<file path="config.mk">
export PLATFORM = sky130hd
export DESIGN_NAME = seg_reader
export DESIGN_NICKNAME = d
export VERILOG_FILES = /design/src/rtl/seg_reader.sv
export SDC_FILE = /design/constraint.sdc
export NUM_CORES = 1
export LEC_CHECK = 0
export ABC_CLOCK_PERIOD_IN_PS = 2700
export BUFFER_PORTS_ARGS = -buffer_cell sky130_fd_sc_hd__buf_4
export CAP_MARGIN = 10
export CORE_UTILIZATION = 50
export DETAILED_ROUTE_END_ITERATION = 7
export GPL_TIMING_DRIVEN = 1
export HOLD_SLACK_MARGIN = 0.03
export PLACE_DENSITY = 0.69
export SETUP_SLACK_MARGIN = 0.5
export SKIP_CTS_REPAIR_TIMING = 1
export SLEW_MARGIN = 25
export SYNTH_ARGS = -nofsm -noshare
export SYNTH_HDL_FRONTEND = slang
export SYNTH_SLANG_ARGS = --single-unit
</file>
<file path="constraint.sdc">
create_clock -name clk -period 2.7 [get_ports clk]
set_input_delay 0 -clock clk [delete_from_list [all_inputs] [get_ports clk]]
set_output_delay 0 -clock clk [all_outputs]
set_load 0.005 [all_outputs]
</file>
<file path="src/rtl/seg_reader.sv">
// Purpose: samples a multiplexed active-low 7-segment display and rebuilds the four hex digits it shows.
// Latency: out_valid rises STABLE_CNT+2 cycles after the input change that completes the fourth digit.
// Backpressure: frame held until out_ready; a frame completed while one is still held is dropped and flags overrun.
module seg_reader #(
  parameter int unsigned STABLE_CNT = 4
) (
  input  logic        clk,
  input  logic        rst,
  input  logic [6:0]  seg_n,
  input  logic [3:0]  an_n,
  output logic [15:0] value,
  output logic [3:0]  digit_err,
  output logic        out_valid,
  input  logic        out_ready,
  output logic        overrun
);

  localparam logic [7:0] STABLE_LIM = 8'(STABLE_CNT);

  logic [3:0]  an_q;
  logic [6:0]  seg_q;
  logic [10:0] prev_q;
  logic [7:0]  cnt_q, cnt_d;
  logic        pair_ok, same, accept;
  logic [1:0]  sel;
  logic [6:0]  seg_hi;
  logic [3:0]  nib;
  logic        nib_err;
  logic [15:0] shadow_val_q;
  logic [3:0]  shadow_err_q;
  logic [3:0]  mask_q, mask_d;
  logic        publish;
  logic [15:0] value_q;
  logic [3:0]  err_q;
  logic        vld_q, ovr_q;

  // Register the raw display lines once and remember the previous registered pair.
  always_ff @(posedge clk) begin
    if (rst) begin
      an_q   <= 4'hF;
      seg_q  <= 7'h7F;
      prev_q <= 11'h7FF;
      cnt_q  <= 8'd0;
    end else begin
      an_q   <= an_n;
      seg_q  <= seg_n;
      prev_q <= {an_q, seg_q};
      cnt_q  <= cnt_d;
    end
  end

  // Digit select must be one-hot-low; anything else is a gap between digits.
  always_comb begin
    pair_ok = 1'b1;
    sel     = 2'd0;
    case (an_q)
      4'b1110: sel = 2'd0;
      4'b1101: sel = 2'd1;
      4'b1011: sel = 2'd2;
      4'b0111: sel = 2'd3;
      default: pair_ok = 1'b0;
    endcase
  end

  // Run length of the current registered pair; accept the digit once when it reaches the threshold.
  always_comb begin
    same  = ({an_q, seg_q} == prev_q);
    cnt_d = 8'd0;
    if (pair_ok) begin
      if (same) cnt_d = (cnt_q == 8'hFF) ? 8'hFF : cnt_q + 8'd1;
      else      cnt_d = 8'd1;
    end
    // A saturated counter holding at the threshold must not re-accept.
    accept = pair_ok && (cnt_d == STABLE_LIM) && !(same && cnt_q == 8'hFF);
  end

  // Segment pattern (active-high a..g) to hex nibble; unknown patterns decode to 0 with an error.
  always_comb begin
    seg_hi  = ~seg_q;
    nib     = 4'h0;
    nib_err = 1'b0;
    case (seg_hi)
      7'b1111110: nib = 4'h0;
      7'b0110000: nib = 4'h1;
      7'b1101101: nib = 4'h2;
      7'b1111001: nib = 4'h3;
      7'b0110011: nib = 4'h4;
      7'b1011011: nib = 4'h5;
      7'b1011111: nib = 4'h6;
      7'b1110000: nib = 4'h7;
      7'b1111111: nib = 4'h8;
      7'b1111011: nib = 4'h9;
      7'b1110111: nib = 4'hA;
      7'b0011111: nib = 4'hB;
      7'b1001110: nib = 4'hC;
      7'b0111101: nib = 4'hD;
      7'b1001111: nib = 4'hE;
      7'b1000111: nib = 4'hF;
      default:    nib_err = 1'b1;
    endcase
  end

  // Capture mask: cleared on publish, an accept in the same cycle starts the next frame.
  always_comb begin
    publish = (mask_q == 4'hF);
    mask_d  = publish ? 4'h0 : mask_q;
    if (accept) mask_d[sel] = 1'b1;
  end

  // Shadow frame assembled digit by digit; later accepts of the same digit overwrite.
  always_ff @(posedge clk) begin
    if (rst) begin
      shadow_val_q <= 16'h0000;
      shadow_err_q <= 4'h0;
      mask_q       <= 4'h0;
    end else begin
      mask_q <= mask_d;
      if (accept) begin
        shadow_val_q[{sel, 2'b00} +: 4] <= nib;
        shadow_err_q[sel]               <= nib_err;
      end
    end
  end

  // Output holding register with valid/ready handshake and sticky overrun.
  always_ff @(posedge clk) begin
    if (rst) begin
      value_q <= 16'h0000;
      err_q   <= 4'h0;
      vld_q   <= 1'b0;
      ovr_q   <= 1'b0;
    end else if (publish) begin
      if (!vld_q || out_ready) begin
        value_q <= shadow_val_q;
        err_q   <= shadow_err_q;
        vld_q   <= 1'b1;
      end else begin
        ovr_q <= 1'b1;
      end
    end else if (vld_q && out_ready) begin
      vld_q <= 1'b0;
    end
  end

  assign value     = value_q;
  assign digit_err = err_q;
  assign out_valid = vld_q;
  assign overrun   = ovr_q;

endmodule

</file>
==> results of run 1 <==
[cell usage after synthesis (all sizes together), types with 3 or more instances]
master and count:
a21oi 32, a31oi 4, and3 3, buf 6, clkbuf 22, dfxtp 76, ha 8, inv 7
mux2i 19, nand2 54, nand2b 22, nand3 11, nand4 10, nor2 16, nor2b 5, nor3 6
nor3b 6, nor4 6, nor4bb 3, o21ai 25, or2 24, or3 3, or4 5, xnor2 13
[cell families (layout without fill, tap and decap cells)]
kind of cell / count (synthesis) / count (layout) / share of synthesized area, %
and+or+nand+nor: 185 / 185 / 29.9
AOI/OAI and AO/OA: 76 / 76 / 12.3
DFF: 76 / 76 / 41.5
buffers and inverters: 35 / 81 / 4.20
muxes: 20 / 20 / 5.50
xor gates and xnor gates: 15 / 15 / 3.79
adders and majority gates: 8 / 8 / 2.73
[final cells by class]
type | count | area (sq um) | share of cell area [%]
Inverter | 7 | 26.3 | 0.598
Multi-Input combinational cell | 304 | 2050 | 46.8
Tap cell | 96 | 120 | 2.74
Timing Repair Buffer | 58 | 465 | 10.6
Clock buffer | 12 | 145 | 3.30
Sequential cell | 76 | 1530 | 34.9
Clock inverter | 4 | 48.8 | 1.11
[stage by stage]
step	area [sq um]	hold WS (ps)	cells
global route	4390	201	557
global placement	3980	185	526
detailed placement	3980	186	526
CTS	4170	-189	542
floorplan	3660	104	415
finish	4390	149	557
[registers in the layout, summed over array words and instances, names as in the netlist, 4 cells and up]
signal,count
an_q,4
cnt_q,8
digit_err,4
mask_q,4
prev_q,11
seg_q,7
shadow_err_q,4
shadow_val_q,16
value,16
[power by group]
group | total, mW | switching [mW] | internal [mW]
clock | 0.844 | 0.393 | 0.451
sequential | 1.16 | 0.0184 | 1.14
combinational | 0.196 | 0.105 | 0.0906
[placed cells by master, fill, tap and decap left out, drive strengths merged, types with 7 or more instances in the layout]
cell type,netlist,routed
dfxtp,76,76
nand2,54,54
buf,6,46
a21oi,32,32
o21ai,25,25
or2,24,24
nand2b,22,22
mux2i,19,19
nor2,16,16
xnor2,13,13
dlygate4sd3,0,12
clkbuf,22,12
nand3,11,11
nand4,10,10
ha,8,8
inv,7,7
[layer usage]
layer  GRT usage [%]  up-vias  part of all wire [%]
li1                -     1518                     -
met1            27.5     1349                    49
met2            29.3       51                    47
met4            9.39        0                   1.4
met5               0        -                     0
met3            5.09        7                   3.2
[how the worst min path moves through the flow]
| stage | slack, ps | cells after the start | from | endpoint |
|---|---|---|---|---|
| after floorplan | 100 | 1 | an_n[0] | an_q[0]$_SDFF_PP1_ |
| after global placement | 180 | 2 | seg_n[5] | seg_q[5]$_SDFF_PP1_ |
| after detailed placement | 190 | 2 | seg_n[1] | seg_q[1]$_SDFF_PP1_ |
| after CTS | -190 | 2 | seg_n[1] | seg_q[1]$_SDFF_PP1_ |
| after global routing | 200 | 2 | rst | overrun$_SDFFE_PP0P_ |
| final | 150 | 2 | rst | overrun$_SDFFE_PP0P_ |
==> results.sh, run 1 <==
export IMPL_grt_first_pass_wirelength_microns=11800
export IMPL_vdd_ir_drop_max_mv=0.281
export IMPL_num_rows=30
export IMPL_cts_root_buffer="clkbuf_8"
export IMPL_initial_core_utilization_pct=52.8
export IMPL_yosysUniqueCellTypes=54
export IMPL_h_tree_depth=3
export IMPL_detail_route_wirelength_microns=7450
export IMPL_timing_final_setup_violations=0
export IMPL_largest_net_degree_at_the_start_of_global_routing=75
export IMPL_drt_antenna_violating_nets=0
export IMPL_clkSinkCount=76
export IMPL_global_route_usage_total_pct=20.0
export IMPL_portBuffers=35
export IMPL_number_of_enable_type_register_cells_in_the_synthesized_netlist=0
export IMPL_setup_slack_ps=526
export IMPL_period_needed_ps=2170
export IMPL_r2r_slack_ps=530
export IMPL_n_fill_cell=604
export IMPL_cts_buffer_count=9
export IMPL_min_path_type="in -> reg"
export IMPL_first_iter_violations=179
export IMPL_critical_path_slowest_cell="a2111o_4"
export IMPL_fin_util_pct=63.2
export IMPL_vias=2925
export IMPL_max_clock_freq_mhz=460
export IMPL_route_detailed_drc=0
export IMPL_power_per_cell_area_mw_per_mm2=500
export IMPL_synth_avg_cell_area_sq_um=8.83
export IMPL_cts_tree="yes"
export IMPL_mappedNetlistArea_sq_mm=0.00366
export IMPL_slowest_delay_ps=590
export IMPL_synth_seq_cells=76
export IMPL_max_slew_margin_pct=52.0
export IMPL_design_die_area_sq_mm=0.00768
export IMPL_netlist_top_cell_by_area="dfxtp_1"
export IMPL_fin_nets=478
export IMPL_clock_latency_ps=350
export IMPL_die_width_microns=87.6
export IMPL_critPathCapture="shadow_err_q[2]$_SDFFE_PP0P_"
export IMPL_end_kind="flop"
export IMPL_synthArstFlopShare_pct=0
export IMPL_worstSetupPathType="reg -> reg"
export IMPL_final_hold_viol_count=0
export IMPL_routed_wire_length_per_instance_microns=13.4
export IMPL_vias_per_cell=5.25
export IMPL_finalClockSkew_ps=7.04
export IMPL_worst_pin_slew_ps=702
export IMPL_crit_path_start="cnt_q[0]$_SDFF_PP0_"
export IMPL_path_max_fanout=8
export IMPL_diodes=0
export IMPL_setup_tns_final_ps=0
export IMPL_final_max_slew_violation_count=0
export IMPL_power_mw=2.20
export IMPL_placeableCoreArea_sq_mm=0.00694
export IMPL_pre_cts_slack_ps=332
export IMPL_outcome="complete, no violations"
export IMPL_via_count_of_the_first_global_routing_pass=2572
export IMPL_finalWeightedCongestion=0.808
export IMPL_ioPinCount=36
export IMPL_arrival_ps=2410
export IMPL_top_ff_cell_synth="dfxtp_1"
export IMPL_clk_transition_reported_paths_ps=70
export IMPL_max_cap_violations=0
export IMPL_worstPathRequired_ps=2930
export IMPL_floorplan_die_height_microns=87.6
export IMPL_period_utilisation_layout_pct=80.5
export IMPL_ctsLongestPathBuffers=2
export IMPL_critical_path_top_delay_family="compound AO/OA/AOI/OAI gates"
export IMPL_initial_antenna_violation_count=0
export IMPL_drt_pass1_iterations=4
export IMPL_critical_path_depth=5
export IMPL_postSynthCellCount=415
export IMPL_syn_num_nets=437
export IMPL_worst_path_buf_inv=0
export IMPL_critPathLaunchType="flop"
export IMPL_worst_r2r_endpoint="shadow_err_q[2]$_SDFFE_PP0P_"
export IMPL_syn_to_final_growth_pct=19.8
export IMPL_share_of_layout_cells_above_drive_strength_1_pct=25.2
export IMPL_worstRegToRegCells=5
export IMPL_dpl_hpwl_microns=4990
export IMPL_synth_area_leaders="dfxtp_1 (42%), nand2_1 (5.5%), mux2i_1 (5.2%), a21oi_1 (4.4%), or2_2 (4.1%)"
export IMPL_grt_overflow=0
export IMPL_seq_area_frac_synth_pct=41.5
export IMPL_rsz0062_at_grt="yes"
export IMPL_worst_r2r_src="cnt_q[0]$_SDFF_PP0_"
export IMPL_power_static_leakage_nw=1.63
export IMPL_yosys_warnings=0
export IMPL_crit_path_cell_trace="and4_4, a21o_1, a2111o_4, or4_4, mux2i_1"
export IMPL_synth_top_area_share_pct=41.5
Note: power is estimated with default switching activity, not from simulation.
==> run 2: changes to the inputs <==
ABC_CLOCK_PERIOD_IN_PS = 2200   (was 2700)
clock period = 2.2 ns   (was 2.7 ns; I/O delays follow)
==> results.sh, run 2 (synthesis results as in run 1) <==
export IMPL_outcome="complete, no violations"
export IMPL_cts_tree="yes"
export IMPL_arrival_ps=2380
export IMPL_initial_antenna_violation_count=0
export IMPL_drt_pass1_iterations=4
export IMPL_design_die_area_sq_mm=0.00768
export IMPL_critical_path_slowest_cell="a2111o_4"
export IMPL_ctsLongestPathBuffers=2
export IMPL_grt_overflow=0
export IMPL_initial_core_utilization_pct=52.8
export IMPL_num_rows=30
export IMPL_power_frac_seq_pct=50.1
export IMPL_slowest_delay_ps=560
export IMPL_end_kind="flop"
export IMPL_critical_path_top_delay_family="simple AND/OR/NAND/NOR gates"
export IMPL_portBuffers=35
export IMPL_syn_to_final_growth_pct=28.5
export IMPL_critPathLaunchType="flop"
export IMPL_floorplan_die_height_microns=87.6
export IMPL_final_cell_mix="dfxtp_1 (65), buf_4 (64), nand2_1 (54)"
export IMPL_clock_latency_ps=360
export IMPL_rsz0062_at_grt="yes"
export IMPL_max_clock_freq_mhz=469
export IMPL_drt_antenna_violating_nets=0
export IMPL_worstSetupPathType="reg -> reg"
export IMPL_mostFrequentLayoutCell="dfxtp_1"
export IMPL_worst_path_buf_inv=0
export IMPL_path_max_fanout=8
export IMPL_ioPinCount=36
export IMPL_period_needed_ps=2130
export IMPL_global_route_usage_total_pct=20.3
export IMPL_power_frac_comb_pct=10.3
export IMPL_grt_first_pass_wirelength_microns=12000
export IMPL_clkSinkCount=76
export IMPL_worstPathRequired_ps=2450
export IMPL_power_static_leakage_nw=1.78
export IMPL_vias_per_cell=5.29
export IMPL_route_detailed_drc=0
export IMPL_placeableCoreArea_sq_mm=0.00694
export IMPL_vdd_ir_drop_max_mv=0.489
export IMPL_period_utilisation_layout_pct=96.9
export IMPL_share_of_layout_cells_above_drive_strength_1_pct=33.5
export IMPL_dpl_hpwl_microns=5100
export IMPL_routed_wire_length_per_instance_microns=13.4
export IMPL_power_internal_mw=2.08
export IMPL_worst_pin_slew_ps=733
export IMPL_via_count_of_the_first_global_routing_pass=2638
export IMPL_die_width_microns=87.6
export IMPL_clk_transition_reported_paths_ps=90
export IMPL_power_switching_share_pct=26.4
export IMPL_detail_route_wirelength_microns=7760
export IMPL_diodes=0
export IMPL_setup_tns_final_ps=0
export IMPL_vias=3064
export IMPL_max_cap_violations=0
export IMPL_h_tree_depth=3
export IMPL_cts_root_buffer="clkbuf_8"
export IMPL_finalWeightedCongestion=0.823
export IMPL_max_slew_margin_pct=51.1
export IMPL_power_switching_uw=748
export IMPL_final_max_slew_violation_count=0
export IMPL_crit_path_cell_trace="and4_4, a21o_1, a2111o_4, or4_4, mux2i_1"
export IMPL_final_hold_viol_count=0
export IMPL_finalClockSkew_ps=14.2
export IMPL_power_mw=2.83
export IMPL_power_per_cell_area_mw_per_mm2=601
export IMPL_first_iter_violations=147
export IMPL_timing_final_setup_violations=0
export IMPL_fin_nets=500
export IMPL_min_path_type="in -> reg"
export IMPL_cts_buffer_count=9
export IMPL_largest_net_degree_at_the_start_of_global_routing=75
export IMPL_clkPwrFrac_pct=39.6
run 2: worst paths after layout:
kind / start / endpoint / slack, ps / depth (start not counted)
worst min register to register: shadow_val_q[8]$_SDFFE_PP0P_ / value[8]$_SDFFE_PP0P_ / 450 / 2
worst max register to register: cnt_q[1]$_SDFF_PP0_ / shadow_err_q[3]$_SDFFE_PP0P_ / 70 / 5
worst min-delay path: rst / overrun$_SDFFE_PP0P_ / 140 / 2
worst max-delay path: cnt_q[1]$_SDFF_PP0_ / shadow_err_q[3]$_SDFFE_PP0P_ / 70 / 5
run 2: power groups by stage:
| stage | sequential, mW | clock (mW) | combinational [mW] |
|---|---|---|---|
| 5_1_grt | 1.42 | 1.20 | 0.319 |
| 3_3_place_gp | 1.44 | 0 | 0.225 |
| 2_1_floorplan | 1.44 | 0 | 0.174 |
| 6_report | 1.42 | 1.12 | 0.293 |
| 4_1_cts | 1.41 | 1.13 | 0.229 |
| 3_5_place_dp | 1.45 | 0 | 0.228 |
run 2: layout make-up:
class                   count  area (sq um)
repair buffers             79           634
well taps                  96           120
multi-input cells         305          2170
inverters                   7          26.3
clock inverters             7          83.8
fillers                   551          2240
clock buffers               9           124
flip-flops and latches     76          1550
run 2: per-stage QoR:
stage	std cells	instance area (sq um)	hold slack (ps)	worst slack [ps]	util, %
after CTS	556	4330	-189	25.0	62.3
after global routing	579	4710	165	12.1	67.8
after global placement	540	4120	186	101	59.3
final	579	4710	144	68.9	67.8
after detailed placement	540	4120	187	45.1	59.3
after floorplan	415	3710	104	153	-
run 2: layer usage:
metal  vias up  GRT usage (%)  part of all wire [%]
met5         -              0                     0
met2        50           32.1                    48
met3         9           5.47                   2.7
met4         0           7.00                   1.2
met1      1439           26.9                    48
li1       1566              -                     -
run 2: worst register-to-register path, cell delays in order, from the launching register on:
cell and delay (ps):
dfxtp_4 370, and4_4 220, a21o_1 200, a2111o_4 560
or4_4 550, mux2i_1 130
==> run 3: changes to the inputs <==
ABC_AREA = 1   (was default)
ABC_CLOCK_PERIOD_IN_PS = 1800   (was 2200)
PLACE_DENSITY = 0.72   (was 0.69)
clock period = 1.8 ns   (was 2.2 ns; I/O delays follow)
==> results.sh, run 3 <==
export IMPL_met3_track_demand_over_resource_pct=4.95
export IMPL_cts_root_buffer="clkbuf_8"
export IMPL_detail_route_wirelength_microns=10000
export IMPL_max_slew_margin_pct=74.1
export IMPL_violations_in_the_final_reports="negative hold slack, negative setup slack"
export IMPL_finish_cell_count_without_fillers=694
export IMPL_end_kind="flop"
export IMPL_power_internal_mw=2.66
export IMPL_dpl_hpwl_microns=5270
export IMPL_hold_depth=4
export IMPL_gr_max_usage_layer="met2"
export IMPL_share_of_synthesized_area_spent_on_multiplexers_pct=0
export IMPL_rsz0062_at_grt="yes"
export IMPL_globalRouteMet2Util_pct=33.4
export IMPL_period_utilisation_layout_pct=104
export IMPL_synth_top_family_by_area="simple AND/OR/NAND/NOR gates"
export IMPL_num_rows=30
export IMPL_routed_wire_length_per_instance_microns=14.5
export IMPL_syn_num_nets=528
export IMPL_power_switching_uw=913
export IMPL_die_width_microns=86.8
export IMPL_finalWeightedCongestion=0.856
export IMPL_hold_worst_slack_ps=-15.8
export IMPL_worstSetupPathType="reg -> reg"
export IMPL_cts_tree="yes"
export IMPL_met1_usage_pct=27.5
export IMPL_synth_cells_most_frequent="nand2_1 (112), nor2_1 (104), dfxtp_1 (76), inv_1 (33), nand4_1 (33)"
export IMPL_synth_top_area_share_pct=42.3
export IMPL_outcome="complete, but fails checks"
export IMPL_postSynthCellCount=506
export IMPL_setup_tns_final_ps=-793
export IMPL_ioPinCount=36
export IMPL_r2r_slack_ps=-80
export IMPL_synth_avg_cell_area_sq_um=7.10
export IMPL_finalClockSkew_ps=12.2
export IMPL_vias_per_cell=5.30
export IMPL_route_detailed_drc=0
export IMPL_power_frac_comb_pct=12.0
export IMPL_netlist_top_cell_by_area="dfxtp_1"
export IMPL_vias=3677
export IMPL_worst_r2r_src="cnt_q[0]$_SDFF_PP0_"
export IMPL_synthArstFlopShare_pct=0
export IMPL_min_path_type="in -> reg"
export IMPL_place_inst=635
export IMPL_cts_buffer_count=9
export IMPL_slowest_delay_ps=360
export IMPL_power_frac_seq_pct=48.2
export IMPL_final_hold_viol_count=1
export IMPL_worstPathRequired_ps=2060
export IMPL_final_cell_mix="nand2_1 (98), nor2_1 (73), buf_4 (63)"
export IMPL_fin_util_pct=74.0
export IMPL_placeableCoreArea_sq_mm=0.00687
export IMPL_portBuffers=35
export IMPL_worst_pin_slew_ps=388
export IMPL_h_tree_depth=3
export IMPL_clk_transition_reported_paths_ps=80
export IMPL_initial_core_utilization_pct=52.3
export IMPL_setup_slack_ps=-79.7
export IMPL_clkPwrFrac_pct=39.8
export IMPL_synth_compound_gate_area_share_pct=8.63
export IMPL_grt_first_pass_wirelength_microns=12500
export IMPL_clkSinkCount=76
export IMPL_max_clock_freq_mhz=532
export IMPL_power_static_leakage_nw=2.31
export IMPL_timing_final_setup_violations=24
export IMPL_synth_area_leaders="dfxtp_1 (42%), nand2_1 (12%), nor2_1 (11%), nand4_1 (5.7%), inv_1 (3.4%)"
export IMPL_max_cap_violations=0
export IMPL_hold_end="out_valid$_SDFFE_PP0P_"
export IMPL_first_iter_violations=308
export IMPL_synth_seq_cells=76
export IMPL_worst_r2r_endpoint="shadow_val_q[14]$_SDFFE_PP0P_"
export IMPL_floorplan_die_height_microns=86.8
export IMPL_hp_start="out_ready"
export IMPL_clock_latency_ps=350
export IMPL_mostFrequentLayoutCell="nand2_1"
export IMPL_drt_antenna_violating_nets=0
export IMPL_fin_nets=615
export IMPL_top_ff_cell_synth="dfxtp_1"
export IMPL_synth_xor_area_share_pct=1.46
export IMPL_critPathLaunchType="flop"
export IMPL_mappedNetlistArea_sq_mm=0.00359
export IMPL_yosys_area_share_adder_pct=2.78
export IMPL_power_switching_share_pct=25.6
export IMPL_yosysUniqueCellTypes=31
export IMPL_critical_path_slowest_cell="dfxtp_4"
export IMPL_power_per_cell_area_mw_per_mm2=703
export IMPL_share_of_layout_cells_above_drive_strength_1_pct=39.8
export IMPL_syn_to_final_growth_pct=41.4
export IMPL_synth_most_common_cell="nand2_1"
export IMPL_path_max_fanout=5
export IMPL_drt_pass1_iterations=8
export IMPL_arrival_ps=2140
export IMPL_largest_net_degree_at_the_start_of_global_routing=41
export IMPL_seq_area_frac_synth_pct=42.3
export IMPL_crit_path_cell_trace="ha_4, nand2_4, nor2_4, nand2_4, inv_4, nor2_2, nand3_1, nand2_2, nand2_2, nor2_4, buf_6, nand4_1, nand2_1, nor2_1"
export IMPL_via_count_of_the_first_global_routing_pass=2845
export IMPL_design_die_area_sq_mm=0.00753
export IMPL_ctsLongestPathBuffers=2
export IMPL_number_of_enable_type_register_cells_in_the_synthesized_netlist=0
export IMPL_final_max_slew_violation_count=0
export IMPL_grt_overflow=0
export IMPL_worstRegToRegCells=14
export IMPL_initial_antenna_violation_count=0
export IMPL_period_needed_ps=1880
export IMPL_fraction_of_the_mapped_netlist_area_in_simple_logic_gates_pct=37.2
export IMPL_yosys_warnings=0
export IMPL_global_route_usage_total_pct=21.0
export IMPL_diodes=0
export IMPL_vdd_ir_drop_max_mv=0.353
[run 3: cell types whose count changed after synthesis, moves of 8 or more]
cell      delta
mux2i_1     -19
inv_1       +26
nand4_1     +24
or2_2       -12
nor2_1      +88
nand2_1     +58
nand3_1      +8
a21oi_2     +11
nand2b_1    -22
a21oi_1     -17
clkbuf_1    -10
[run 3: final cells by class]
cell class	instances	area, sq um
Multi-Input combinational cell	367	2100
Fill cell	539	1790
Sequential cell	76	1570
Timing Repair Buffer	95	886
Inverter	41	165
Clock buffer	10	128
Tap cell	96	120
Clock inverter	6	88.8
Timing Repair inverter	3	22.5
[run 3: power groups by stage]
| stage | clock (mW) | sequential, mW | combinational (mW) |
|---|---|---|---|
| after floorplan | 0 | 1.76 | 0.234 |
| after global placement | 0 | 1.77 | 0.312 |
| after detailed placement | 0 | 1.77 | 0.319 |
| after CTS | 1.44 | 1.73 | 0.320 |
| after global routing | 1.52 | 1.73 | 0.461 |
| final | 1.42 | 1.72 | 0.428 |
[run 3: cell families (layout without fill, tap and decap cells)]
| kind of cell | Yosys count | in the layout |
|---|---|---|
| AOI/OAI and AO/OA | 53 | 53 |
| and+or+nand+nor | 300 | 300 |
| adders and majority gates | 8 | 8 |
| buffers and inverters | 63 | 155 |
| DFF | 76 | 76 |
| xor gates and xnor gates | 6 | 6 |
[run 3: layer usage]
metal	vias up	routed length, microns
li1	1804	-
met1	1696	4200
met2	152	4940
met3	25	689
met4	0	204
met5	-	0
[run 3: worst max-delay path by stage]
stage,start,end,slack [ps],cells past startpoint
after global placement,cnt_q[1]$_SDFF_PP0_,shadow_val_q[12]$_SDFFE_PP0P_,-30,14
after global routing,cnt_q[0]$_SDFF_PP0_,shadow_val_q[14]$_SDFFE_PP0P_,-220,14
final,cnt_q[0]$_SDFF_PP0_,shadow_val_q[14]$_SDFFE_PP0P_,-80,14
after CTS,cnt_q[1]$_SDFF_PP0_,shadow_val_q[15]$_SDFFE_PP0P_,-70,14
after floorplan,cnt_q[1]$_SDFF_PP0_,mask_q[2]$_SDFF_PP0_,160,13
after detailed placement,cnt_q[1]$_SDFF_PP0_,shadow_val_q[12]$_SDFFE_PP0P_,-50,14
[run 3: per-stage QoR]
step	power (mW)	setup slack [ps]	area, sq um
CTS	3.49	-70.7	4300
finish	3.58	-79.7	5080
global placement	2.08	-25.9	4080
global route	3.70	-223	5080
floorplan	2.00	157	3660
detailed placement	2.09	-48.3	4080
[run 3: critical path, delay by kind of cell, from the launching register on]
kind	cells	cell delay [ps]
buf+inv	2	190
simple gates	11	1050
flops	1	360
fa+ha+maj	1	170
